`src/rtl/fifo_reader_pkg.sv`:
```
// Shared types and default sizing for the fifo_reader read engine.
package fifo_reader_pkg;

   typedef enum logic [1:0] {
      IDLE   = 2'd0,
      ACTIVE = 2'd1,
      DRAIN  = 2'd2
   } state_e;

   localparam int DEFAULT_FIFO_WIDTH = 16;
   localparam int DEFAULT_BUF_DEPTH  = 2;
   localparam int CNT_W              = 16;

endpackage

```
`src/rtl/fifo_reader_skid_buf.sv`:
```
// Small circular landing buffer between the FIFO read port and the
// downstream valid/ready stream.
module fifo_reader_skid_buf
   import fifo_reader_pkg::*;
#(
   parameter int FIFO_WIDTH = DEFAULT_FIFO_WIDTH,
   parameter int BUF_DEPTH  = DEFAULT_BUF_DEPTH
) (
   input  logic                               clk,
   input  logic                               rst_n,
   input  logic                               push,
   input  logic [FIFO_WIDTH-1:0]              push_data,
   input  logic                               pop,
   output logic                               m_valid,
   output logic [FIFO_WIDTH-1:0]              m_data,
   output logic [$clog2(BUF_DEPTH+1)-1:0]     occ
);

   localparam int PTR_W = (BUF_DEPTH > 1) ? $clog2(BUF_DEPTH) : 1;
   localparam int OCC_W = $clog2(BUF_DEPTH+1);

   logic [FIFO_WIDTH-1:0] mem_q [BUF_DEPTH];
   logic [FIFO_WIDTH-1:0] mem_d [BUF_DEPTH];
   logic [PTR_W-1:0]      head_q, head_d;
   logic [PTR_W-1:0]      tail_q, tail_d;
   logic [OCC_W-1:0]      occ_q, occ_d;

   always_comb begin
      mem_d  = mem_q;
      head_d = head_q;
      tail_d = tail_q;
      occ_d  = occ_q;
      if (push) begin
         mem_d[tail_q] = push_data;
         tail_d = (tail_q == PTR_W'(BUF_DEPTH-1)) ? '0 : tail_q + PTR_W'(1);
      end
      if (pop) begin
         head_d = (head_q == PTR_W'(BUF_DEPTH-1)) ? '0 : head_q + PTR_W'(1);
      end
      unique case ({push, pop})
         2'b10:   occ_d = occ_q + OCC_W'(1);
         2'b01:   occ_d = occ_q - OCC_W'(1);
         default: occ_d = occ_q;
      endcase
   end

   always_ff @(posedge clk or negedge rst_n) begin
      if (!rst_n) begin
         // NOTE: storage is reset too, so m_data reads 0 after reset instead of X.
         for (int i = 0; i < BUF_DEPTH; i++) mem_q[i] <= '0;
         head_q <= '0;
         tail_q <= '0;
         occ_q  <= '0;
      end else begin
         mem_q  <= mem_d;
         head_q <= head_d;
         tail_q <= tail_d;
         occ_q  <= occ_d;
      end
   end

   assign m_valid = (occ_q != '0);
   assign m_data  = mem_q[head_q];
   assign occ     = occ_q;

endmodule

```
`src/rtl/fifo_reader.sv`:
```
// Read-side engine for the synchronous FIFO: issue/drain FSM feeding a skid buffer.
// Optional FIFO_READER_STATS_EN adds word_cnt / stall_cnt outputs.
module fifo_reader
   import fifo_reader_pkg::*;
#(
   parameter int FIFO_WIDTH = DEFAULT_FIFO_WIDTH,
   parameter int BUF_DEPTH  = DEFAULT_BUF_DEPTH
) (
   input  logic                  clk,
   input  logic                  rst_n,
   input  logic                  en,
   output logic                  fifo_rd_en,
   input  logic [FIFO_WIDTH-1:0] fifo_data_out,
   input  logic                  fifo_empty,
   input  logic                  fifo_underflow,
   output logic                  m_valid,
   output logic [FIFO_WIDTH-1:0] m_data,
   input  logic                  m_ready,
`ifdef FIFO_READER_STATS_EN
   output logic [CNT_W-1:0]      word_cnt,
   output logic [CNT_W-1:0]      stall_cnt,
`endif
   output logic                  idle,
   output logic                  err_underflow
);

   localparam int OCC_W = $clog2(BUF_DEPTH+1);

   state_e           state_q, state_d;
   logic             rd_pend_q, rd_pend_d;
   logic             err_q, err_d;
   logic [OCC_W-1:0] occ;
   logic [OCC_W:0]   slots_used;
   logic             push, pop;

   assign pop  = m_valid && m_ready;
   assign push = rd_pend_q && !fifo_underflow;

   // Space still claimed after this cycle: buffered + in flight - leaving now.
   assign slots_used = ({1'b0, occ} + (OCC_W+1)'(rd_pend_q)) - (OCC_W+1)'(pop);

   // NOTE: every signal written here gets a default first so no latch is inferred.
   always_comb begin
      state_d    = state_q;
      fifo_rd_en = 1'b0;
      unique case (state_q)
         IDLE: begin
            if (en) state_d = ACTIVE;
         end
         ACTIVE: begin
            fifo_rd_en = !fifo_empty && (slots_used < (OCC_W+1)'(BUF_DEPTH));
            if (!en) state_d = DRAIN;
         end
         DRAIN: begin
            if (!rd_pend_q && ((occ == '0) || ((occ == OCC_W'(1)) && pop)))
               state_d = IDLE;
         end
         default: state_d = IDLE;
      endcase
      rd_pend_d = fifo_rd_en;
      err_d     = err_q || (rd_pend_q && fifo_underflow);
   end

   // NOTE: sequential state uses non-blocking assignments only.
   always_ff @(posedge clk or negedge rst_n) begin
      if (!rst_n) begin
         state_q   <= IDLE;
         rd_pend_q <= 1'b0;
         err_q     <= 1'b0;
      end else begin
         state_q   <= state_d;
         rd_pend_q <= rd_pend_d;
         err_q     <= err_d;
      end
   end

   assign idle          = (state_q == IDLE);
   assign err_underflow = err_q;

   fifo_reader_skid_buf #(
      .FIFO_WIDTH (FIFO_WIDTH),
      .BUF_DEPTH  (BUF_DEPTH)
   ) u_skid_buf (
      .clk       (clk),
      .rst_n     (rst_n),
      .push      (push),
      .push_data (fifo_data_out),
      .pop       (pop),
      .m_valid   (m_valid),
      .m_data    (m_data),
      .occ       (occ)
   );

`ifdef FIFO_READER_STATS_EN
   logic [CNT_W-1:0] word_cnt_q, word_cnt_d;
   logic [CNT_W-1:0] stall_cnt_q, stall_cnt_d;

   always_comb begin
      word_cnt_d  = word_cnt_q + CNT_W'(pop);
      stall_cnt_d = stall_cnt_q;
      if (m_valid && !m_ready && (stall_cnt_q != '1))
         stall_cnt_d = stall_cnt_q + CNT_W'(1);
   end

   always_ff @(posedge clk or negedge rst_n) begin
      if (!rst_n) begin
         word_cnt_q  <= '0;
         stall_cnt_q <= '0;
      end else begin
         word_cnt_q  <= word_cnt_d;
         stall_cnt_q <= stall_cnt_d;
      end
   end

   assign word_cnt  = word_cnt_q;
   assign stall_cnt = stall_cnt_q;
`endif

endmodule

```
`config.mk`:
```
export PLATFORM = sky130hd
export DESIGN_NAME = fifo_reader
export DESIGN_NICKNAME = d
export VERILOG_FILES = /design/src/rtl/fifo_reader_pkg.sv /design/src/rtl/fifo_reader_skid_buf.sv /design/src/rtl/fifo_reader.sv
export SDC_FILE = /design/constraint.sdc
export NUM_CORES = 1
export LEC_CHECK = 0
export CAP_MARGIN = 20
export CELL_PAD_IN_SITES_DETAIL_PLACEMENT = 1
export CELL_PAD_IN_SITES_GLOBAL_PLACEMENT = 2
export CORE_UTILIZATION = 31
export DETAILED_ROUTE_END_ITERATION = 7
export HOLD_SLACK_MARGIN = 0.08
export PLACE_DENSITY_LB_ADDON = 0.1
export SLEW_MARGIN = 10
export SYNTH_ARGS = -nofsm -noshare
export SYNTH_HDL_FRONTEND = slang
export SYNTH_SLANG_ARGS = --single-unit
```
`constraint.sdc`:
```
create_clock -name clk -period 3.32 [get_ports clk]
set_input_delay 0.996 -clock clk [delete_from_list [all_inputs] [get_ports clk]]
set_output_delay 0.996 -clock clk [all_outputs]
set_load 0.02 [all_outputs]
```
==> results.cfg, run 1 <==
[yosys]
syn_nets = 147
yosysSeqAreaShare_pct = 52.67
synth_area_mm2 = 0.001901
yosysUniqueCellTypes = 24
synth-seq-cells = 40
synth_area_leaders = dfrtp_1 (53%), mux2_2 (17%), mux2_4 (16%)
ys_warn_count = 0
avgSynthCellArea_um2 = 15.84
yosys.area.top_type = dfrtp_1
synthCells = 120
yosys.area.top_type_share_pct = 52.67

[route]
dr_wl_met2_um = 1930
drcViolationCount = 0
dr.max_layer_used = met4
detail_route.wirelength_um = 3889
antenna_left = 0
vias = 1151
wl_per_cell_um = 15.49
vias_per_cell = 4.586
wirelength_met1_um = 1740
dr_wl_met3_um = 183
drtPass1Iterations = 4
drtIter0Drc = 40

[pwr]
switchingPower_uw = 854.3
power_leakage_nw = 1.212
combinationalPowerShare_pct = 52.0
power_frac_seq_pct = 33.0
pwr-share-clk_pct = 15.0
ir_worst_vdd_v = 0.0003662
netSwitchingFraction_pct = 32.98
internal_power_mw = 1.736
power_mw = 2.590
powerDensity_mw_per_mm2 = 999.2

[clocking]
ctsHtreeMaxLevel = 2
cts_buffer_depth = 2
clkTransAtPathRegs_ps = 80
clk_latency_ps = 290
cts_hold_buf = 0
cts_sinks = 40
clockRootBuffer = clkbuf_8
cts_tree = built
numCtsBuffers = 5

[die]
fp.dieW_um = 80.30
core-area_mm2 = 0.005921
ios = 42
die-area_mm2 = 0.006448
initial_utilization_pct = 32.10
num_rows = 28
die_y_um = 80.30

[final_layout]
syn_to_final_growth_pct = 36.41
layout_commonest_cell = dfrtp_1
regArea_mm2 = 0.001001
multi_input_area_um2 = 892.1
post-route-util_pct = 43.79
drive_above_1_share_pct = 44.32
stdcell_count = 251
num-nets-final = 202
final_cell_mix = dfrtp_1 (40), clkdlybuf4s50_1 (38), mux2_2 (28), mux2_4 (20), buf_4 (12)
n_fill_cell = 593
antennaDiodeCount = 0

[worst_setup_path]
cp_cell_sequence = buf_6 > nor2b_4 > ha_4 > or2b_1 > fa_2 > xor2_2 > nor4b_4 > buf_4
worstReg2RegEnd = rd_pend_q
r2r_start = u_skid_buf.occ[0]
rr_worst_depth = 8
cpMaxStageDelayCell = fa_2
worstSetupStartpoint = m_ready
max_stage_delay_ps = 360
required_ps = 2320
worstPathMaxFanout = 2
cp.arrival_ps = 2630
crit_path_end_kind = primary output
worstSetupPathType = in2out
ff2ff_setup_slack_ps = 1180
endpoint = fifo_rd_en
cp-start-kind = input pin

[global_route]
grt_max_degree = 41
grt_pass1_wl_um = 6451
grt_pass1_vias = 1259
antenna_found_initial = 0
grtUsageTotal_pct = 13.60
overflow = 0

[timing]
worstMarginPinSlew_ps = 892.2
fin_crit_ps = 3625
fin_tns_setup_ps = -305.1
setup_violations = 1
setup_ws_ps = -305.1
fmax_ghz = 0.2759
skew_ps = 6.271
fin_crit_sh_pct = 109.2
finalHoldViolCount = 0
slew_viol_final = 0
slew_headroom_pct = 40.52
rsz0062_at_grt = true

[placement]
placed_cells = 242
gp_congestion = 0.7341
dpl_worst_slack_ps = -1252
dp_hpwl_um = 2776
portBuffers = 41

[status]
status = finished, violations left
violations = negative setup slack

[run]
drv_cap = 0

[worst_hold_path]
hp-class = reg2reg
## how the worst min path moves through the flow
stage | end | cells past startpoint | slack, ps | from
3_3_place_gp | state_q[0] | 1 | 450 | state_q[1]
6_report | state_q[1] | 1 | 480 | state_q[0]
2_1_floorplan | state_q[0] | 1 | 430 | state_q[1]
3_5_place_dp | state_q[0] | 1 | 470 | state_q[1]
4_1_cts | state_q[1] | 1 | 490 | state_q[0]
5_1_grt | state_q[0] | 1 | 510 | state_q[1]
## cell families after synthesis
logic type                 count (synthesis)  share of synthesized area (%)
xor gates and xnor gates                   5                          2.305
and+or+nand+nor                           10                          4.608
AOI/OAI and AO/OA                          5                          1.580
muxes                                     48                          32.39
buffers and inverters                      7                          2.765
DFF                                       40                          52.67
adders and majority gates                  5                          3.687
## area by class of cell
type,instances,area share (%)
inverters,3,0.4344
repair buffers,52,18.77
clock buffers,6,2.799
well taps,75,3.620
clock inverters,2,1.351
multi-input cells,73,34.41
flip-flops and latches,40,38.61
## registers in the layout (all words and copies together), names as in the netlist
| name | cells |
|---|---|
| u_skid_buf.occ | 2 |
| rd_pend_q | 1 |
| err_underflow | 1 |
| u_skid_buf.tail_q | 1 |
| state_q | 2 |
| u_skid_buf.head_q | 1 |
| u_skid_buf.mem_q | 32 |
## power by group through the flow
stage	Clock, mW	Combinational, mW	Sequential [mW]
4_1_cts	0.408	1.37	0.854
2_1_floorplan	0	0.838	0.839
3_3_place_gp	0	1.32	0.841
3_5_place_dp	0	1.35	0.861
6_report	0.388	1.35	0.855
5_1_grt	0.430	1.45	0.888
## through the flow
step	hold WS [ps]	area [µm²]
after global routing	510.8	2592
after floorplan	432.1	1933
final	484.5	2592
after global placement	454.3	2466
after CTS	487.9	2592
after detailed placement	468.6	2466
## synthesized netlist by cell type, drive strengths merged
master	number
a21o	1
a21oi	1
buf	4
dfrtp	40
fa	1
ha	4
inv	3
mux2	48
nand2	1
nand2b	2
nand3b	1
nor2	2
nor2b	2
nor4b	1
o21ai	2
o22ai	1
or2b	1
xnor2	3
xor2	2
## routing by layer
metal,GRT usage [%],vias to the layer above
li1,-,526
met4,4.286,0
met2,21.03,27
met1,17.78,594
met5,0,-
met3,4.659,4
## critical path: cells and delay by family
family | cells | cell delay [ps]
adder cells (fa/ha/maj) | 2 | 590
AND/OR/NAND/NOR | 3 | 570
buffers and inverters | 2 | 270
XOR/XNOR | 1 | 200
## repair_timing
action | CTS | global route
endpoints found under the setup margin | 1 | 1
gates resized for setup | 11 | 0
pin swaps | 4 | 0
buffers inserted | 1 | 0
gates cloned | 0 | 0
(Power assumes the default switching activity.)
==> run 2: changes to the inputs <==
- CAP_MARGIN: 20 -> 5
==> results of run 2 <==
Final layout, timing and power as in run 1 (identical DEF).
